--- src/rtl/can_crc_sequencer.sv ---
// CAN receive-path frame-field tracker: walks SOF..CRC, gates the CRC LFSR
// over SOF..end-of-data, and checks the 15 received CRC bits against a snapshot.
module can_crc_sequencer (
   input  logic        clk,
   input  logic        rst_n,
   input  logic        bit_valid,
   input  logic        bit_in,
   input  logic        sof,
   input  logic        abort,
   input  logic [14:0] crc_in,
   output logic        crc_init,
   output logic        crc_en,
   output logic        crc_din,
   output logic        crc_field,
   output logic        ide,
   output logic        rtr,
   output logic [3:0]  dlc,
   output logic        done,
   output logic        crc_ok,
   output logic        crc_err
);

   typedef enum logic [3:0] {
      S_IDLE, S_ID_A, S_SRR_RTR, S_IDE, S_ID_B, S_RTR_B,
      S_R1, S_R0, S_DLC, S_DATA, S_CRC
   } state_t;

   state_t      state;
   logic [5:0]  cnt;
   logic [14:0] expected;
   logic        err;

   // Remote frames carry no data; DLC above 8 still means 8 bytes.
   function automatic logic [6:0] data_len(input logic is_rtr, input logic [3:0] d);
      if (is_rtr)
         data_len = 7'd0;
      else if (d[3])
         data_len = 7'd64;
      else
         data_len = {1'b0, d[2:0], 3'b000};
   endfunction

   logic [3:0]  dlc_shifted;
   logic [6:0]  len_now;
   logic        exp_bit;
   logic        mismatch;

   assign dlc_shifted = {dlc[2:0], bit_in};
   assign len_now     = data_len(rtr, dlc_shifted);
   // The first CRC bit compares straight against the live CRC unit value.
   assign exp_bit     = (cnt == 6'd14) ? crc_in[14] : expected[14];
   assign mismatch    = bit_in ^ exp_bit;

   assign crc_init = rst_n & bit_valid & sof & ~abort;

   always_ff @(posedge clk or negedge rst_n) begin
      if (!rst_n) begin
         state     <= S_IDLE;
         cnt       <= 6'd0;
         expected  <= 15'd0;
         err       <= 1'b0;
         crc_en    <= 1'b0;
         crc_din   <= 1'b0;
         crc_field <= 1'b0;
         ide       <= 1'b0;
         rtr       <= 1'b0;
         dlc       <= 4'd0;
         done      <= 1'b0;
         crc_ok    <= 1'b0;
         crc_err   <= 1'b0;
      end else begin
         done   <= 1'b0;
         crc_en <= 1'b0;
         if (abort) begin
            state     <= S_IDLE;
            crc_field <= 1'b0;
            err       <= 1'b0;
         end else if (bit_valid && sof) begin
            state     <= S_ID_A;
            cnt       <= 6'd10;
            crc_en    <= 1'b1;
            crc_din   <= bit_in;
            crc_field <= 1'b0;
            err       <= 1'b0;
            crc_ok    <= 1'b0;
            crc_err   <= 1'b0;
            ide       <= 1'b0;
            rtr       <= 1'b0;
            dlc       <= 4'd0;
         end else if (bit_valid && state != S_IDLE) begin
            cnt <= cnt - 6'd1;
            if (state != S_CRC) begin
               crc_en  <= 1'b1;
               crc_din <= bit_in;
            end
            case (state)
               S_ID_A:
                  if (cnt == 6'd0) state <= S_SRR_RTR;
               S_SRR_RTR: begin
                  rtr   <= bit_in;
                  state <= S_IDE;
               end
               S_IDE: begin
                  ide <= bit_in;
                  if (bit_in) begin
                     state <= S_ID_B;
                     cnt   <= 6'd17;
                  end else begin
                     state <= S_R0;
                  end
               end
               S_ID_B:
                  if (cnt == 6'd0) state <= S_RTR_B;
               S_RTR_B: begin
                  rtr   <= bit_in;
                  state <= S_R1;
               end
               S_R1:
                  state <= S_R0;
               S_R0: begin
                  state <= S_DLC;
                  cnt   <= 6'd3;
               end
               S_DLC: begin
                  dlc <= dlc_shifted;
                  if (cnt == 6'd0) begin
                     if (len_now == 7'd0) begin
                        state     <= S_CRC;
                        crc_field <= 1'b1;
                        cnt       <= 6'd14;
                     end else begin
                        state <= S_DATA;
                        cnt   <= len_now[5:0] - 6'd1;
                     end
                  end
               end
               S_DATA:
                  if (cnt == 6'd0) begin
                     state     <= S_CRC;
                     crc_field <= 1'b1;
                     cnt       <= 6'd14;
                  end
               S_CRC: begin
                  if (cnt == 6'd14)
                     expected <= {crc_in[13:0], 1'b0};
                  else
                     expected <= {expected[13:0], 1'b0};
                  if (cnt == 6'd0) begin
                     state     <= S_IDLE;
                     crc_field <= 1'b0;
                     done      <= 1'b1;
                     crc_ok    <= ~(err | mismatch);
                     crc_err   <= err | mismatch;
                     err       <= 1'b0;
                  end else begin
                     err <= err | mismatch;
                  end
               end
               default:
                  state <= S_IDLE;
            endcase
         end
      end
   end

endmodule

--- config.mk ---
export PLATFORM = sky130hd
export DESIGN_NAME = can_crc_sequencer
export DESIGN_NICKNAME = d
export VERILOG_FILES = /design/src/rtl/can_crc_sequencer.sv
export SDC_FILE = /design/constraint.sdc
export NUM_CORES = 1
export LEC_CHECK = 0
export CORE_MARGIN = 2
export CORE_UTILIZATION = 39
export DETAILED_ROUTE_END_ITERATION = 8
export PLACE_DENSITY = 0.73
export SYNTH_ARGS = -nofsm -noshare
export SYNTH_HDL_FRONTEND = slang
export SYNTH_SLANG_ARGS = --single-unit
--- constraint.sdc ---
create_clock -name clk -period 2.27 [get_ports clk]
set_clock_uncertainty 0.05 [all_clocks]
set_input_delay 0.681 -clock clk [delete_from_list [all_inputs] [get_ports clk]]
set_output_delay 0.681 -clock clk [all_outputs]
set_load 0.05 [all_outputs]
# Word level (Yosys, flattened, before mapping)
# Cells that the tools add are included.
# word_totals
word_cells,131
reg_bits,38
ram_bits,0
latch_bits,0
inputBits,21
n_memories,0
romBits,0
out_inout_bits,13
# op_classes
order_cmp,0
reduce_logical,26
div,0
bitwise,8
addsub,2
n_shift,0
mul,0
mux,64
eq_ne,18
# ops
cell,count
4-bit two-way mux,11
4-bit one-hot mux with 10 select lines,1
1-bit two-way mux,39
6-bit two-way mux,6
4-bit inequality test (second input constant),7
6-bit one-hot mux with 4 select lines,1
4-bit by 3-bit equality test with 1-bit output (second input constant),4
15-bit two-way mux,1
7-bit two-way mux,2
2-bit nonzero test,7
4-bit equality test (second input constant),3
3-bit AND reduction,4
6-bit AND reduction,2
6-bit by 1-bit subtractor with 6-bit output (second input constant),2
4-bit by 2-bit equality test with 1-bit output (second input constant),2
4-bit AND reduction,2
7-bit logical NOT,1
6-bit by 4-bit equality test with 1-bit output (second input constant),1
6-bit logical NOT,1
3-bit nonzero test,2
5-bit nonzero test,1
4-bit by 1-bit equality test with 1-bit output (second input constant),1
2-bit two-way mux,2
2-bit AND reduction,2
other kinds (8),13

# Longest topological paths before layout
# depth
ltp_word,9
depth_mapped,7
depth_no_buf,7

# Worst setup path before layout
# Ideal clock, no wire load.
# synth_timing
kind,input to output
start,in sof
end,out crc_init
path_slack_ps,-713
path_stages,3
arrival_ps,2252
path_buffers,1
t_required_ps,1539
path_cell_list,clkbuf_1 nand2_1 nor3b_1
# synth_between
elab_chain_cells,2
# synth_lines
item,line,rtl
from (decl),8,"input logic sof,"
1-bit AND (2 in series),54,assign crc_init = rst_n & bit_valid & sof & ~abort;
to (decl),11,"output logic crc_init,"
# No other way between the ends.

# Worst setup path after layout
# layout_timing
start,in abort
end,out crc_init
# layout_between
elab_chain_cells,2
# layout_lines
item,line,rtl
from (decl),9,"input logic abort,"
1-bit inverter (no source line),n/a,
1-bit AND,54,
# No other way between the ends.

==> flow_summary.json <==
{
  "syn_avg_cell_area_um2": 9.15,
  "reg2reg_slack_ns": 0.22,
  "ir_drop_mv": 0.243,
  "clock-root-buffer": "clkbuf_8",
  "dieArea_um2": 6470,
  "numCtsBuffers": 5,
  "cts_buffer_depth": 2,
  "critPathLaunchType": "primary input",
  "grt_max_degree": 38,
  "post_cts_buffers": 0,
  "place.gp.congestion": 0.914,
  "clock_latency_ns": 0.30,
  "overflow": 0,
  "grtUsageTotal_pct": 20.8,
  "grt_pass1_vias": 2044,
  "fin_crit_ns": 2.21,
  "ios": 34,
  "area_growth_syn_to_layout_pct": 33.5,
  "synth-edff-count": 0,
  "fin_area_um2": 3040,
  "grt_pass1_wl_mm": 10.2,
  "drive_gt1_share_pct": 21.3,
  "setup_viol": 0,
  "nFillCells": 506,
  "switching_share_pct": 27.7,
  "clk_pin_slew_ns": 0.08,
  "maxCapViolCount": 0,
  "ys_types": 58,
  "final_core_util_pct": 54.6,
  "r2r_end": "crc_field$_DFFE_PN0P_",
  "powerDensity_nw_per_um2": 581,
  "finalNonFillerCells": 377,
  "yosysTopAreaCell": "dfrtp_1",
  "num_rows": 27,
  "status": "complete, no violations",
  "post-synth-top-area-fraction_pct": 40.6,
  "synth_ff_type": "dfrtp_1",
  "switching_power_mw": 0.490,
  "antenna_found_initial": 0,
  "antenna_cells": 0,
  "crit_fanout": 5,
  "syn_inst": 249,
  "power.total_mw": 1.77,
  "vias_per_cell": 5.69,
  "rsz0062_at_grt": "no",
  "post-route-period-util_pct": 97.3,
  "synth_area_um2": 2280,
  "fin_nets": 329,
  "critPathCaptureType": "output port",
  "placed_cells": 369,
  "async_flop_share_pct": 100,
  "die_w_um": 80.4,
  "worst-setup-path-type": "in2out",
  "ys_warn_count": 0,
  "antenna_left": 0,
  "multi_input_area_um2": 1260,
  "required_ns": 1.54,
  "wl_met3_um": 432,
  "synth_seq_area_share_pct": 40.6,
  "ys_top_cells_by_area": "dfrtp_1 41%, mux2i_1 5.7%, o21ai_0 5.1%",
  "layout_common_cells": "37 x dfrtp_1, 37 x buf_4, 24 x nand2_1, 23 x o21ai_0, 21 x clkdlybuf4s50_1",
  "start_util_pct": 40.9,
  "sequentialPowerShare_pct": 40.7,
  "drcViolationCount": 0,
  "cts.sink_count": 37,
  "routed_wl_mm": 6.25,
  "slew_headroom_pct": 63.5,
  "drt_iter0_drc": 188,
  "drtPass1Iterations": 4,
  "die_y_um": 80.4,
  "syn_nets": 274,
  "tritoncts": "yes",
  "cp.arrival_ns": 1.48,
  "final-seq-area_um2": 926,
  "num_vias": 2146,
  "fmax_mhz": 453,
  "synth-seq-cells": 37,
  "p_leak_nw": 1.37,
  "wl_met2_mm": 2.89,
  "wl_per_cell_um": 16.6,
  "holdBufCountCts": 0,
  "combPwrFrac_pct": 19.4,
  "tightest_slew_ns": 0.540,
  "maxSlewViolCount": 0,
  "wl_met1_mm": 2.76,
  "p_int_mw": 1.28,
  "post-dp-hpwl_mm": 4.64,
  "io_buffer_count": 33,
  "place_area_um2": 2890,
  "final-hold-violation-count": 0,
  "r2r_start": "cnt[3]$_DFFE_PN0P_",
  "cts_htree_levels": 2,
  "clkPwrFrac_pct": 39.9,
  "highest_layer": "met4",
  "hp-class": "in2async",
  "core_um2": 5570,
  "worst-r2r-cell-count": 4
}
==> synthesized netlist by cell type, drive strengths merged (3+ instances only) <==
library cell / number
a22o: 3
ha: 4
o21a: 5
nand2: 25
nor2: 15
a21oi: 7
dfrtp: 37
buf: 8
clkbuf: 10
and3: 3
nor3: 6
o32ai: 3
nor3b: 4
o21ai: 23
inv: 11
nand3: 5
or4: 3
mux2i: 13
a21o: 4
nand2b: 4
a211oi: 6
nor4: 4
a31oi: 4
==> what timing repair did <==
action / in CTS / in global routing
pin swaps: 1 / 0
endpoints found under the hold margin: 0 / 0
endpoints found under the setup margin: 3 / 4
resized for setup: 4 / 4
==> metrics by stage <==
step / TNS [ns] / setup slack [ns] / hold slack, ns
after CTS: 0 / 0.0410 / 0.440
final: 0 / 0.0607 / 0.435
after detailed placement: -4.92 / -0.357 / 0.421
after global placement: -4.34 / -0.333 / 0.412
after floorplan: 0 / 0.0412 / 0.335
after global routing: 0 / 0.0139 / 0.470
==> power groups by stage <==
stage	sequential [mW]	combinational (mW)	clock [mW]
after detailed placement	0.731	0.338	0
final	0.719	0.343	0.706
after floorplan	0.763	0.152	0
after CTS	0.718	0.339	0.719
after global routing	0.723	0.373	0.743
after global placement	0.731	0.335	0
==> critical path, cell delays in order <==
cell and delay [ns]:
dlygate4sd2_1 0.27, buf_6 0.15, nor3b_4 0.21, buf_12 0.17
==> cell type report <==
cell class              instances  area share [%]
inverters                      11            1.36
clock inverters                 3            2.26
flip-flops and latches         37            30.4
well taps                      72            2.96
clock buffers                   5            2.26
repair buffers                 66            19.2
multi-input cells             183            41.5
==> state kept, by name, summed over array words and instances, names as in the netlist <==
name,count
cnt,6
ide,1
rtr,1
crc_err,1
crc_din,1
err,1
crc_field,1
crc_en,1
state,4
expected,14
dlc,4
crc_ok,1
done,1
==> logic make-up (layout without fill, tap and decap cells) <==
kind of cell / Yosys count / in the layout / synth area share, %
AO/OA/AOI/OAI: 78 / 78 / 24.3
XOR/XNOR: 1 / 1 / 0.384
adder cells (fa/ha/maj): 4 / 4 / 2.20
buffers and inverters: 29 / 85 / 5.16
flip-flops: 37 / 37 / 40.6
multiplexers: 14 / 14 / 6.21
AND/OR/NAND/NOR: 86 / 86 / 21.1
==> worst max path at each step <==
| stage | slack, ns | cells after the start | end | start |
|---|---|---|---|---|
| 2_1_floorplan | 0.04 | 6 | cnt[3]$_DFFE_PN0P_ | abort |
| 3_3_place_gp | -0.33 | 6 | cnt[5]$_DFFE_PN0P_ | bit_valid |
| 3_5_place_dp | -0.36 | 6 | cnt[5]$_DFFE_PN0P_ | bit_valid |
| 4_1_cts | 0.04 | 4 | crc_init | bit_valid |
| 5_1_grt | 0.01 | 6 | crc_field$_DFFE_PN0P_ | bit_in |
| 6_report | 0.06 | 4 | crc_init | abort |
==> layer usage <==
layer,track usage [%],up-vias
met1,28.8,1012
met5,0,-
met4,6.95,0
met2,32.6,80
met3,3.82,14
li1,-,1040
(Power assumes the default switching activity.)
